### src/rtl/unaligned_store_packer.sv
`default_nettype none
`timescale 1ns/1ps
// +--------------------------------------------------------------------------+
// | unaligned_store_packer                                                   |
// | Rotates source beats to a destination byte offset, carries spill bytes   |
// | into the next memory beat and emits byte strobes. Optional macro:        |
// | PACKER_REVERSE_EN (adds reverse input, off = (NB - dst_offset) mod NB).  |
// | Revision: 1.0                                                            |
// +--------------------------------------------------------------------------+
module unaligned_store_packer #(
  parameter int DATA_WIDTH = 64,
  parameter int WORD_WIDTH = 8,
  localparam int NB = DATA_WIDTH / WORD_WIDTH,
  localparam int OW = $clog2(NB)
) (
  input  logic                  clk,
  input  logic                  rst_n,
  input  logic                  in_valid,
  output logic                  in_ready,
  input  logic [DATA_WIDTH-1:0] in_data,
  input  logic                  in_last,
  input  logic [OW-1:0]         in_bytes,
  input  logic [OW-1:0]         dst_offset,
`ifdef PACKER_REVERSE_EN
  input  logic                  reverse,
`endif
  output logic                  out_valid,
  input  logic                  out_ready,
  output logic [DATA_WIDTH-1:0] out_data,
  output logic [NB-1:0]         out_strb,
  output logic                  out_last
);

  typedef enum logic [1:0] {
    S_IDLE   = 2'd0,
    S_STREAM = 2'd1,
    S_FLUSH  = 2'd2
  } state_t;

  state_t                state_q, state_d;
  logic [OW-1:0]         off_q, off_d;
  logic [DATA_WIDTH-1:0] carry_data_q, carry_data_d;
  logic [NB-1:0]         carry_strb_q, carry_strb_d;
  logic                  out_valid_q, out_valid_d;
  logic [DATA_WIDTH-1:0] out_data_q, out_data_d;
  logic [NB-1:0]         out_strb_q, out_strb_d;
  logic                  out_last_q, out_last_d;

  logic [OW-1:0]           new_off, cur_off;
  logic [OW:0]             nbytes;
  logic                    spill, accept, can_load;
  logic [NB-1:0]           lo_lanes, src_strb, rot_strb, load_strb, carry_strb_n, carry_strb_eff;
  logic [DATA_WIDTH-1:0]   rot_data, load_data, carry_data_n, carry_data_eff;
  logic [2*DATA_WIDTH-1:0] rot_data_wide;
  logic [2*NB-1:0]         rot_strb_wide;

`ifdef PACKER_REVERSE_EN
  assign new_off = reverse ? (OW'(0) - dst_offset) : dst_offset;
`else
  assign new_off = dst_offset;
`endif

  // The first beat of a packet uses the offset presented with it, not the latched one.
  assign cur_off  = (state_q == S_IDLE) ? new_off : off_q;
  assign nbytes   = (in_bytes == '0) ? (OW+1)'(NB) : {1'b0, in_bytes};
  assign spill    = ({1'b0, cur_off} + nbytes) > (OW+1)'(NB);
  assign can_load = !out_valid_q || out_ready;
  assign in_ready = (state_q != S_FLUSH) && can_load;
  assign accept   = in_valid && in_ready;

  assign carry_data_eff = (state_q == S_IDLE) ? '0 : carry_data_q;
  assign carry_strb_eff = (state_q == S_IDLE) ? '0 : carry_strb_q;

  always_comb begin
    lo_lanes = '0;
    src_strb = '0;
    for (int i = 0; i < NB; i++) begin
      lo_lanes[i] = OW'(i) < cur_off;
      src_strb[i] = !in_last || ((OW+1)'(i) < nbytes);
    end
  end

  assign rot_data_wide = {in_data, in_data} << (cur_off * WORD_WIDTH);
  assign rot_data      = rot_data_wide[2*DATA_WIDTH-1 -: DATA_WIDTH];
  assign rot_strb_wide = {src_strb, src_strb} << cur_off;
  assign rot_strb      = rot_strb_wide[2*NB-1 -: NB];

  // Lanes below the offset come from the carry; their new rotated bytes become the next carry.
  always_comb begin
    load_data    = '0;
    load_strb    = '0;
    carry_data_n = '0;
    carry_strb_n = '0;
    for (int i = 0; i < NB; i++) begin
      if (lo_lanes[i]) begin
        load_strb[i] = carry_strb_eff[i];
        load_data[i*WORD_WIDTH +: WORD_WIDTH] = carry_data_eff[i*WORD_WIDTH +: WORD_WIDTH];
        carry_strb_n[i] = rot_strb[i];
        if (rot_strb[i]) carry_data_n[i*WORD_WIDTH +: WORD_WIDTH] = rot_data[i*WORD_WIDTH +: WORD_WIDTH];
      end else begin
        load_strb[i] = rot_strb[i];
        if (rot_strb[i]) load_data[i*WORD_WIDTH +: WORD_WIDTH] = rot_data[i*WORD_WIDTH +: WORD_WIDTH];
      end
    end
  end

  always_comb begin
    state_d      = state_q;
    off_d        = off_q;
    carry_data_d = carry_data_q;
    carry_strb_d = carry_strb_q;
    out_valid_d  = out_valid_q;
    out_data_d   = out_data_q;
    out_strb_d   = out_strb_q;
    out_last_d   = out_last_q;
    if (out_ready) out_valid_d = 1'b0;
    if (accept) begin
      out_valid_d  = 1'b1;
      out_data_d   = load_data;
      out_strb_d   = load_strb;
      off_d        = cur_off;
      carry_data_d = carry_data_n;
      carry_strb_d = carry_strb_n;
      if (in_last) begin
        out_last_d = !spill;
        state_d    = spill ? S_FLUSH : S_IDLE;
        if (!spill) begin
          carry_data_d = '0;
          carry_strb_d = '0;
        end
      end else begin
        out_last_d = 1'b0;
        state_d    = S_STREAM;
      end
    end else if (state_q == S_FLUSH && can_load) begin
      out_valid_d  = 1'b1;
      out_data_d   = carry_data_q;
      out_strb_d   = carry_strb_q;
      out_last_d   = 1'b1;
      carry_data_d = '0;
      carry_strb_d = '0;
      state_d      = S_IDLE;
    end
  end

  always_ff @(posedge clk or negedge rst_n) begin
    if (!rst_n) begin
      state_q      <= S_IDLE;
      off_q        <= '0;
      carry_data_q <= '0;
      carry_strb_q <= '0;
      out_valid_q  <= 1'b0;
      out_data_q   <= '0;
      out_strb_q   <= '0;
      out_last_q   <= 1'b0;
    end else begin
      state_q      <= state_d;
      off_q        <= off_d;
      carry_data_q <= carry_data_d;
      carry_strb_q <= carry_strb_d;
      out_valid_q  <= out_valid_d;
      out_data_q   <= out_data_d;
      out_strb_q   <= out_strb_d;
      out_last_q   <= out_last_d;
    end
  end

  assign out_valid = out_valid_q;
  assign out_data  = out_data_q;
  assign out_strb  = out_strb_q;
  assign out_last  = out_last_q;

endmodule
`default_nettype wire

### config.mk
export PLATFORM = sky130hd
export DESIGN_NAME = unaligned_store_packer
export DESIGN_NICKNAME = d
export VERILOG_FILES = /design/src/rtl/unaligned_store_packer.sv
export SDC_FILE = /design/constraint.sdc
export NUM_CORES = 1
export LEC_CHECK = 0
export CELL_PAD_IN_SITES_DETAIL_PLACEMENT = 1
export CELL_PAD_IN_SITES_GLOBAL_PLACEMENT = 1
export CORE_MARGIN = 10
export CORE_UTILIZATION = 25
export DETAILED_ROUTE_END_ITERATION = 16
export PLACE_DENSITY = 0.61
export SLEW_MARGIN = 20
export SYNTH_ARGS = -nofsm -noshare
export SYNTH_HDL_FRONTEND = slang
export SYNTH_SLANG_ARGS = --single-unit
### constraint.sdc
create_clock -name clk -period 9.1 [get_ports clk]
set_input_delay 1.82 -clock clk [delete_from_list [all_inputs] [get_ports clk]]
set_output_delay 1.82 -clock clk [all_outputs]
set_load 0.05 [all_outputs]
**Word-level counts from Yosys, hierarchy flattened**

Index checks and enable logic that the tools add are counted.

- Flip-flop bits (word level): 151
- Output and inout port bits: 75
- Bits of input ports: 75

- Mux-type cells: 66
- $add $sub $neg: 1
- Shifts and indexed selects: 2
- Order comparisons: 17
- Reduce and logical (&&, ||, !) cells: 19
- Equality and inequality tests: 2

Operators with widths:

| kind | number |
|---|---|
| $mux W64 | 7 |
| $mux W8 | 31 |
| $shl A128 B6 Y128 | 1 |
| $mux W1 | 22 |
| $lt A3 B4 Y1 const A | 4 |
| $shl A16 B3 Y16 | 1 |
| $lt A3 B3 Y1 const A | 4 |
| $logic_or A1 B1 Y1 | 9 |
| $lt A1 B4 Y1 const A | 2 |
| $lt A2 B4 Y1 const A | 2 |
| $mux W2 | 4 |
| $lt A1 B3 Y1 const A | 2 |
| $lt A2 B3 Y1 const A | 2 |
| $add A3 B4 Y4 | 1 |
| $gt A4 B4 Y1 const B | 1 |
| $mux W4 | 1 |
| $logic_and A1 B1 Y1 | 3 |
| $logic_not A1 Y1 | 3 |
| $logic_not A3 Y1 | 1 |
| $mux W3 | 1 |
| $reduce_bool A3 Y1 | 1 |
| $eq A2 B2 Y1 const B | 1 |
| $logic_not A2 Y1 | 1 |
| $ne A2 B2 Y1 const B | 1 |
| $reduce_bool A2 Y1 | 1 |

**Depth between registers and ports, before layout**

Gate-level depths: netlist of the first run.

- Depth in word-level cells: 10
- Depth in mapped cells: 15
- Gate-level depth less buffers: 10

**Worst setup path after synthesis of the first run**

No wires, ideal clock.

- Path kind: in2out
- From: input out_ready
- To: output in_ready
- Stages: 4
- Path buffers: 2
- Slack: 4,332 ps
- Data arrival time: 2,948 ps
- Cell sequence: nor2b_1 -> clkbuf_1 -> buf_1 -> nor2_1

- Word-level cells in the longest chain between the ends: 2

RTL lines:

| item | line | source |
|---|---|---|
| start, declared | 28 | `input logic out_ready,` |
| $logic_or A1 B1 Y1 | 67 | `assign can_load = !out_valid_q \|\| out_ready;` |
| $logic_and A1 B1 Y1 | 68 | `assign in_ready = (state_q != S_FLUSH) && can_load;` |
| end, declared | 19 | `output logic in_ready,` |

No other way between the ends.

**Worst setup path in the final report of the first run**

Ends and elaborated chain as after synthesis.

==> impl_metrics.ini, run 1 <==
[clock_network]
cts_resized = 0
clkTransAtPathRegs_ns = 0.07
cts_tree = built
clock_sinks = 142
cts_setup_buffers = 0
h-tree-depth = 4
cts-root-buf = clkbuf_16
ctsLongestPathBuffers = 2
cts_buffers = 17
clk_latency_ns = 0.44
cts_hold_buffers = 0

[timing]
slew_headroom_pct = 33.7
drv_slew = 0
rsz0062_at_grt = no
fmax_ghz = 0.185
timing.final.crit_period_ns = 5.40
hold_viol = 0
setup_tns_ns = 0
worst_pin_slew_ns = 0.995
post-route-period-util_pct = 59.3
holdWs_ns = 0.477
setup_viol_count_final = 0
worst_clock_skew_ns = 0.0130

[yosys]
synth-edff-count = 0
yosys.area.top_type_share_pct = 36.2
synth_nets = 1141
yosysUniqueCellTypes = 87
synth.area.top_cells = dfrtp_1, mux2i_1, nand2_1, a211oi_1, nor2_1
synth_largest_area_cell = dfrtp_1
yosysMostFrequentCell = dfrtp_1
seq_area_frac_synth_pct = 36.2
ys_warn_count = 0
syn-mean-instance-area_um2 = 9.22
synthCells = 1063
ys_async_sr_fraction_pct = 100
yosys_most_used_dff = dfrtp_1
syn_area_um2 = 9800
synth-seq-cells = 142
ys_top_cells_by_count = dfrtp_1, nand2_1, mux2i_1

[global_route]
grt_usage_pct = 18.4
grt_pass1_vias = 9701
overflow = 0
antenna_found_initial = 2
grt_pass1_wl_mm = 66.2
grt_max_degree = 89

[flow_run]
max-cap-violations = 0

[hold_path]
hold_path_depth = 2
hp-class = reg2reg
min_to = out_strb[7]
hold_start = out_strb[7]

[setup_path]
path_max_fanout = 29
critPathLaunchType = input pin
crit-reg2reg-launch = state_q[1]
reg2reg_to = carry_data_q[28]
reg2reg_slack_ns = 4.21
end_kind = output port
worst_ep_arrival_time_ns = 3.58
reg2reg_depth = 10
crit_required_ns = 7.28
crit_type = in2out

[power_and_ir_drop]
ir_worst_vdd_mv = 0.160
leakagePower_nw = 5.01
powerDensity_nw_per_um2 = 409

[floorplan]
rows = 72
dieArea_um2 = 47500
coreArea_um2 = 38700
die_h_um = 218
die_x_um = 218
io_pins = 150
initial_core_util_pct = 25.3

[detailed_routing]
drc_errors = 0
vias = 9603
final_antenna_net_count = 0
routed_via_density = 5.68
drt-wirelength-per-cell_um = 26.6
wl_mm = 45.0
firstDrtPassIters = 6
drtIter0Drc = 824

[placement]
dpl.hpwl_mm = 33.5
port_buffers = 149
gp_congestion = 0.917

[cells_and_area]
area_delta_synth_final_pct = 24.5
num-fill-cells = 4492
drive_gt1_share_pct = 9.31
fin_nets = 1236

[status]
status = completed
==> where the power goes <==
part	internal [mW]	switching [mW]	leakage [nW]	total [mW]
Sequential	0.864	0.191	1.83	1.05
Clock	0.465	0.315	0.309	0.780
Combinational	1.00	2.16	2.87	3.16
==> metal layers <==
layer	part of all wire [%]	vias up	GRT usage, %
met3	7.0	63	3.74
met2	45	354	28.2
met5	0	-	0
li1	-	4219	-
met4	2.8	0	5.97
met1	45	4967	25.4
==> cells in the final DEF, fill, tap and decap left out, types with 7 or more instances in the layout <==
| cell | n |
|---|---|
| o21ai_1 | 16 |
| a21oi_1 | 41 |
| inv_1 | 21 |
| mux2i_1 | 106 |
| a221oi_1 | 22 |
| nor3_1 | 42 |
| nand3_1 | 11 |
| a222oi_1 | 7 |
| and3_1 | 27 |
| dfrtp_1 | 142 |
| a311oi_1 | 13 |
| o22ai_1 | 22 |
| o21ai_0 | 59 |
| clkdlybuf4s50_1 | 148 |
| o31ai_1 | 12 |
| mux4_2 | 13 |
| clkbuf_16 | 17 |
| nand2_1 | 124 |
| a22oi_1 | 12 |
| buf_4 | 15 |
| a211oi_1 | 55 |
| nor2_1 | 84 |
| a22o_1 | 24 |
==> cells by family (layout without fill, tap and decap cells) <==
| group | after synthesis | after routing | share of synthesized area (%) |
|---|---|---|---|
| AOI/OAI and AO/OA | 354 | 354 | 26.8 |
| xor gates and xnor gates | 1 | 1 | 0.0893 |
| adders and majority gates | 3 | 3 | 0.459 |
| buffers and inverters | 111 | 219 | 6.21 |
| DFF | 142 | 142 | 36.2 |
| muxes | 119 | 119 | 13.8 |
| other | 0 | 1 | 0 |
| and+or+nand+nor | 333 | 333 | 16.4 |
==> final cells by class <==
class	instances	area, um2	area share [%]
Sequential cell	142	3550	29.1
Clock buffer	18	429	3.52
Multi-Input combinational cell	810	5670	46.4
Inverter	23	88.8	0.728
Timing Repair Buffer	164	1610	13.2
Antenna cell	1	2.50	0.0205
Clock inverter	14	208	1.70
Tap cell	518	648	5.31
==> critical path, cell delays in order <==
cell	delay [ns]
clkdlybuf4s50_1	0.47
nor2b_2	0.04
buf_4	0.25
nor2_1	0.17
clkdlybuf4s50_1	0.84
==> worst max path at each step <==
stage / from / endpoint / slack [ns]
2_1_floorplan: out_ready / in_ready / 4.33
3_3_place_gp: dst_offset[2] / carry_data_q[26] / 3.46
3_5_place_dp: dst_offset[2] / carry_data_q[20] / 3.37
4_1_cts: out_ready / in_ready / 3.68
5_1_grt: dst_offset[2] / carry_data_q[17] / 3.46
6_report: out_ready / in_ready / 3.70
==> metrics by stage <==
stage	util (%)	total power, mW	cells	cell area [um2]	worst slack, ns
2_1_floorplan	-	3.16	1063	9800	4.33
3_3_place_gp	29.8	4.16	1657	11600	3.46
3_5_place_dp	29.8	4.20	1657	11600	3.37
4_1_cts	31.5	4.99	1689	12200	3.68
5_1_grt	31.5	5.25	1689	12200	3.46
6_report	31.5	4.99	1690	12200	3.70
==> state kept, by name, summed over array words and instances (netlist names) <==
signal	flops
carry_strb_q	7
off_q	3
out_strb	8
state_q	2
out_last	1
carry_data_q	56
out_valid	1
out_data	64
(Power assumes the default switching activity.)
==> inputs of run 2 (changes only) <==
- PLACE_DENSITY: 0.61 -> 0.63
- clock period: 9.1 -> 4.4 ns (I/O delays scaled with it)
==> impl_metrics.ini, run 2 (synthesized netlist as in run 1, its figures left out) <==
[status]
status = completed

[timing]
timing.final.crit_period_ns = 3.70
setup_viol_count_final = 0
worst_clock_skew_ns = 0.0136
fmax_ghz = 0.270
rsz0062_at_grt = no
setup_ws_ns = 0.696
setup_tns_ns = 0
hold_viol = 0
worst_pin_slew_ns = 1.08
drv_slew = 0
slew_headroom_pct = 27.9
post-route-period-util_pct = 84.2

[cells_and_area]
fin_nets = 1260
mostFrequentLayoutCells = clkdlybuf4s50_1, dfrtp_1, nand2_1
final_common_cell = clkdlybuf4s50_1
insertedDiodeCount = 0
drive_gt1_share_pct = 10.9
area_delta_synth_final_pct = 25.9
largest_register_ffs = 64
multi_input_area_um2 = 5660
ff_latch_area_um2 = 3550
num-fill-cells = 4520

[floorplan]
die_x_um = 218
io_pins = 150
dieArea_um2 = 47500
rows = 72
initial_core_util_pct = 25.3
die_h_um = 218
coreArea_um2 = 38700

[setup_path]
critPathBufInv = 1
critPathLaunchType = flip-flop
end_kind = flip-flop
crit_top_cell = nand2_1
critical_path.cell_chain = o21ai_2, a21oi_4, inv_1, fa_1, xor2_1, nand2_1, o32ai_1, nand2_1, o211ai_2, o21ai_0
crit_required_ns = 4.70
crit_type = reg2reg
critical_path.slowest_cell = dfrtp_1
slowest_delay_ns = 0.92
path_max_fanout = 20
worst_ep_arrival_time_ns = 4.00
crit_family = compound AO/OA/AOI/OAI gates

[hold_path]
hp-class = reg2reg

[clock_network]
clk_latency_ns = 0.44
cts_hold_buffers = 0
cts_resized = 0
cts_setup_buffers = 0
h-tree-depth = 4
cts-root-buf = clkbuf_16
cts_tree = built
ctsLongestPathBuffers = 2
clkTransAtPathRegs_ns = 0.07
cts_buffers = 17
clock_sinks = 142

[power_and_ir_drop]
switching_power_mw = 5.49
leakagePower_nw = 5.10
ir_worst_vdd_mv = 0.340
p_seq_share_pct = 21.3
finalPower_mw = 10.3
p_int_mw = 4.77
powerDensity_nw_per_um2 = 831
pwr-share-comb_pct = 64.8
p_sw_share_pct = 53.5
clkPwrFrac_pct = 13.9

[placement]
port_buffers = 149
gp_congestion = 0.898
place_ws_ns = 0.385
dpl.hpwl_mm = 34.5

[global_route]
grt_pass1_vias = 9926
grt_usage_pct = 18.8
overflow = 0
grt_max_degree = 116
antenna_found_initial = 0
grt_pass1_wl_mm = 67.7

[detailed_routing]
vias = 9670
wl_mm = 45.6
drc_errors = 0
final_antenna_net_count = 0
drt-wirelength-per-cell_um = 26.7
routed_via_density = 5.65
firstDrtPassIters = 6
drtIter0Drc = 807

[flow_run]
max-cap-violations = 0
[run 2: final timing paths]
check,startpoint,cells after the start,slack [ns],end
setup / recovery,state_q[1],10,0.70,carry_data_q[21]
hold / removal,carry_strb_q[6],2,0.47,carry_strb_q[6]
setup reg to reg,state_q[1],10,0.70,carry_data_q[21]
hold reg to reg,carry_strb_q[6],2,0.47,carry_strb_q[6]
max in group asynchronous,rst_n,2,2.89,out_data[50]
min in group asynchronous,rst_n,1,0.50,out_data[32]
[run 2: power by group through the flow]
stage	Sequential (mW)	Combinational, mW	Clock [mW]
finish	2.18	6.65	1.43
global placement	2.20	6.54	0
CTS	2.19	6.61	1.46
global route	2.25	7.04	1.52
detailed placement	2.21	6.58	0
floorplan	3.14	3.39	0
[run 2: area by class of cell]
class | instances | area share (%)
clock buffers | 21 | 3.73
clock inverters | 10 | 0.851
inverters | 23 | 0.720
multi-input cells | 810 | 45.9
flip-flops and latches | 142 | 28.8
well taps | 518 | 5.25
repair buffers | 188 | 14.8
[run 2: metal layers]
layer	track usage, %	routed length [um]	part of all wire, %	vias to the layer above
met1	25.9	20500	45	4935
met4	6.55	1340	2.9	0
met2	28.4	20500	45	397
met5	0	0	0	-
met3	4.13	3270	7.2	61
li1	-	-	-	4277
[run 2: per-stage QoR]
stage	utilization, %	instances	instance area (um2)	hold slack (ns)
after floorplan	-	1063	9800	0.441
after global placement	30.4	1680	11800	0.458
after detailed placement	30.4	1680	11800	0.461
after CTS	31.8	1711	12300	0.480
after global routing	31.9	1712	12300	0.511
final	31.9	1712	12300	0.475
[run 2: tightest hold or removal path: cells and delay by family (launching register included)]
kind	cells	cell delay (ns)
flops	1	0.34
simple gates	2	0.10
==> inputs of run 3 (changes only) <==
- clock period: 4.4 -> 3.1 ns (I/O delays scaled with it)
==> impl_metrics.ini, run 3 (synthesized netlist as in run 1, its figures left out) <==
[timing]
worst_clock_skew_ns = 0.0135
timing.final.crit_period_ns = 2.99
setup_ws_ns = 0.108
holdWs_ns = 0.0927
slew_headroom_pct = 52.6
drv_slew = 0
worst_pin_slew_ns = 0.708
hold_viol = 0
setup_viol_count_final = 0
fmax_ghz = 0.334
post-route-period-util_pct = 96.5
setup_tns_ns = 0

[cells_and_area]
insertedDiodeCount = 0
final_area_um2 = 13700
area_delta_synth_final_pct = 39.6
fin_nets = 1416
final_common_cell = buf_4
final_util_pct = 35.3
largest_register_ffs = 64
drive_gt1_share_pct = 21.8
finalNonFillerCells = 1869
mostFrequentLayoutCells = buf_4, clkdlybuf4s50_1, dfrtp_1

[placement]
placed_cells = 1837
placed_cell_area_um2 = 13100
gp_congestion = 0.941
dpl.hpwl_mm = 35.8
port_buffers = 149
place_ws_ns = -0.422

[setup_path]
slowest_delay_ns = 0.49
crit-reg2reg-launch = state_q[1]
critPathLaunchType = input pin
end_kind = flip-flop
reg2reg_to = out_data[23]
critPathLaunch = dst_offset[0]
crit_type = in2reg
path_max_fanout = 9
reg2reg_slack_ns = 0.24
crit_required_ns = 3.41
worst_ep_arrival_time_ns = 3.30
crit_cells = 12
critPathBufInv = 3
crit_family = buffers and inverters
reg2reg_depth = 10
critical_path.cell_chain = clkdlybuf4s50_1, or3b_4, a21oi_4, inv_1, fa_1, xor2_1, nand2_2, a32oi_4, o211ai_4, buf_4, nand4_4, o32ai_2
critPathCapture = carry_data_q[39]
critical_path.slowest_cell = clkdlybuf4s50_1

[global_route]
use_met1_pct = 25.9
grt_usage_pct = 19.1
use_met2_pct = 30.4
grt_pass1_wl_mm = 69.4
antenna_found_initial = 1
grt-busiest-layer = met2
grt_pass1_vias = 10600
use_met3_pct = 2.90
grt_max_degree = 79
overflow = 0

[detailed_routing]
routed_via_density = 5.47
vias = 10200
drc_errors = 0
firstDrtPassIters = 5
wl_mm = 46.5
drt-wirelength-per-cell_um = 24.9
drtIter0Drc = 792
final_antenna_net_count = 0

[floorplan]
die_x_um = 218
initial_core_util_pct = 25.3
io_pins = 150
dieArea_um2 = 47500
rows = 72
die_h_um = 218
coreArea_um2 = 38700

[clock_network]
h-tree-depth = 4
clock_sinks = 142
cts_buffers = 17
clkTransAtPathRegs_ns = 0.07
ctsLongestPathBuffers = 2
cts-root-buf = clkbuf_16
cts_tree = built
clk_latency_ns = 0.45

[flow_run]
max-cap-violations = 0

[power_and_ir_drop]
ir_worst_vdd_mv = 0.411
finalPower_mw = 16.1
powerDensity_nw_per_um2 = 1180
leakagePower_nw = 5.91

[hold_path]
hp-class = in2async

[status]
status = completed
==> run 3: worst min path at each step <==
stage | startpoint | to | slack (ns)
2_1_floorplan | rst_n | carry_data_q[0] | 0.32
3_3_place_gp | carry_strb_q[6] | carry_strb_q[6] | 0.45
3_5_place_dp | carry_strb_q[6] | carry_strb_q[6] | 0.46
4_1_cts | rst_n | out_data[1] | 0.10
5_1_grt | rst_n | out_data[1] | 0.11
6_report | rst_n | out_data[1] | 0.09
==> run 3: repair_timing <==
item	4_1_cts	5_1_grt
resized for setup	0	7
setup buffers	0	0
setup endpoints to repair	0	36
hold buffers	0	0
hold endpoints to repair	0	0
==> run 3: power breakdown <==
| part | internal, mW | total, mW | switching, mW |
|---|---|---|---|
| clock network | 1.21 | 2.12 | 0.906 |
| registers | 2.54 | 3.02 | 0.485 |
| logic | 4.25 | 11.0 | 6.73 |
| total | 8.00 | 16.1 | 8.12 |
==> run 3: cell type report <==
type                    count  area [um2]
repair buffers            344        3100
multi-input cells         810        5710
well taps                 518         648
inverters                  23        88.8
clock inverters            12         136
clock buffers              20         447
flip-flops and latches    142        3550
fillers                  4496       25100
==> run 3: routing by layer <==
metal | up-vias | share of wire [%]
li1 | 4579 | -
met1 | 5202 | 45
met2 | 378 | 46
met3 | 70 | 6.0
met4 | 2 | 2.6
met5 | - | 0.019
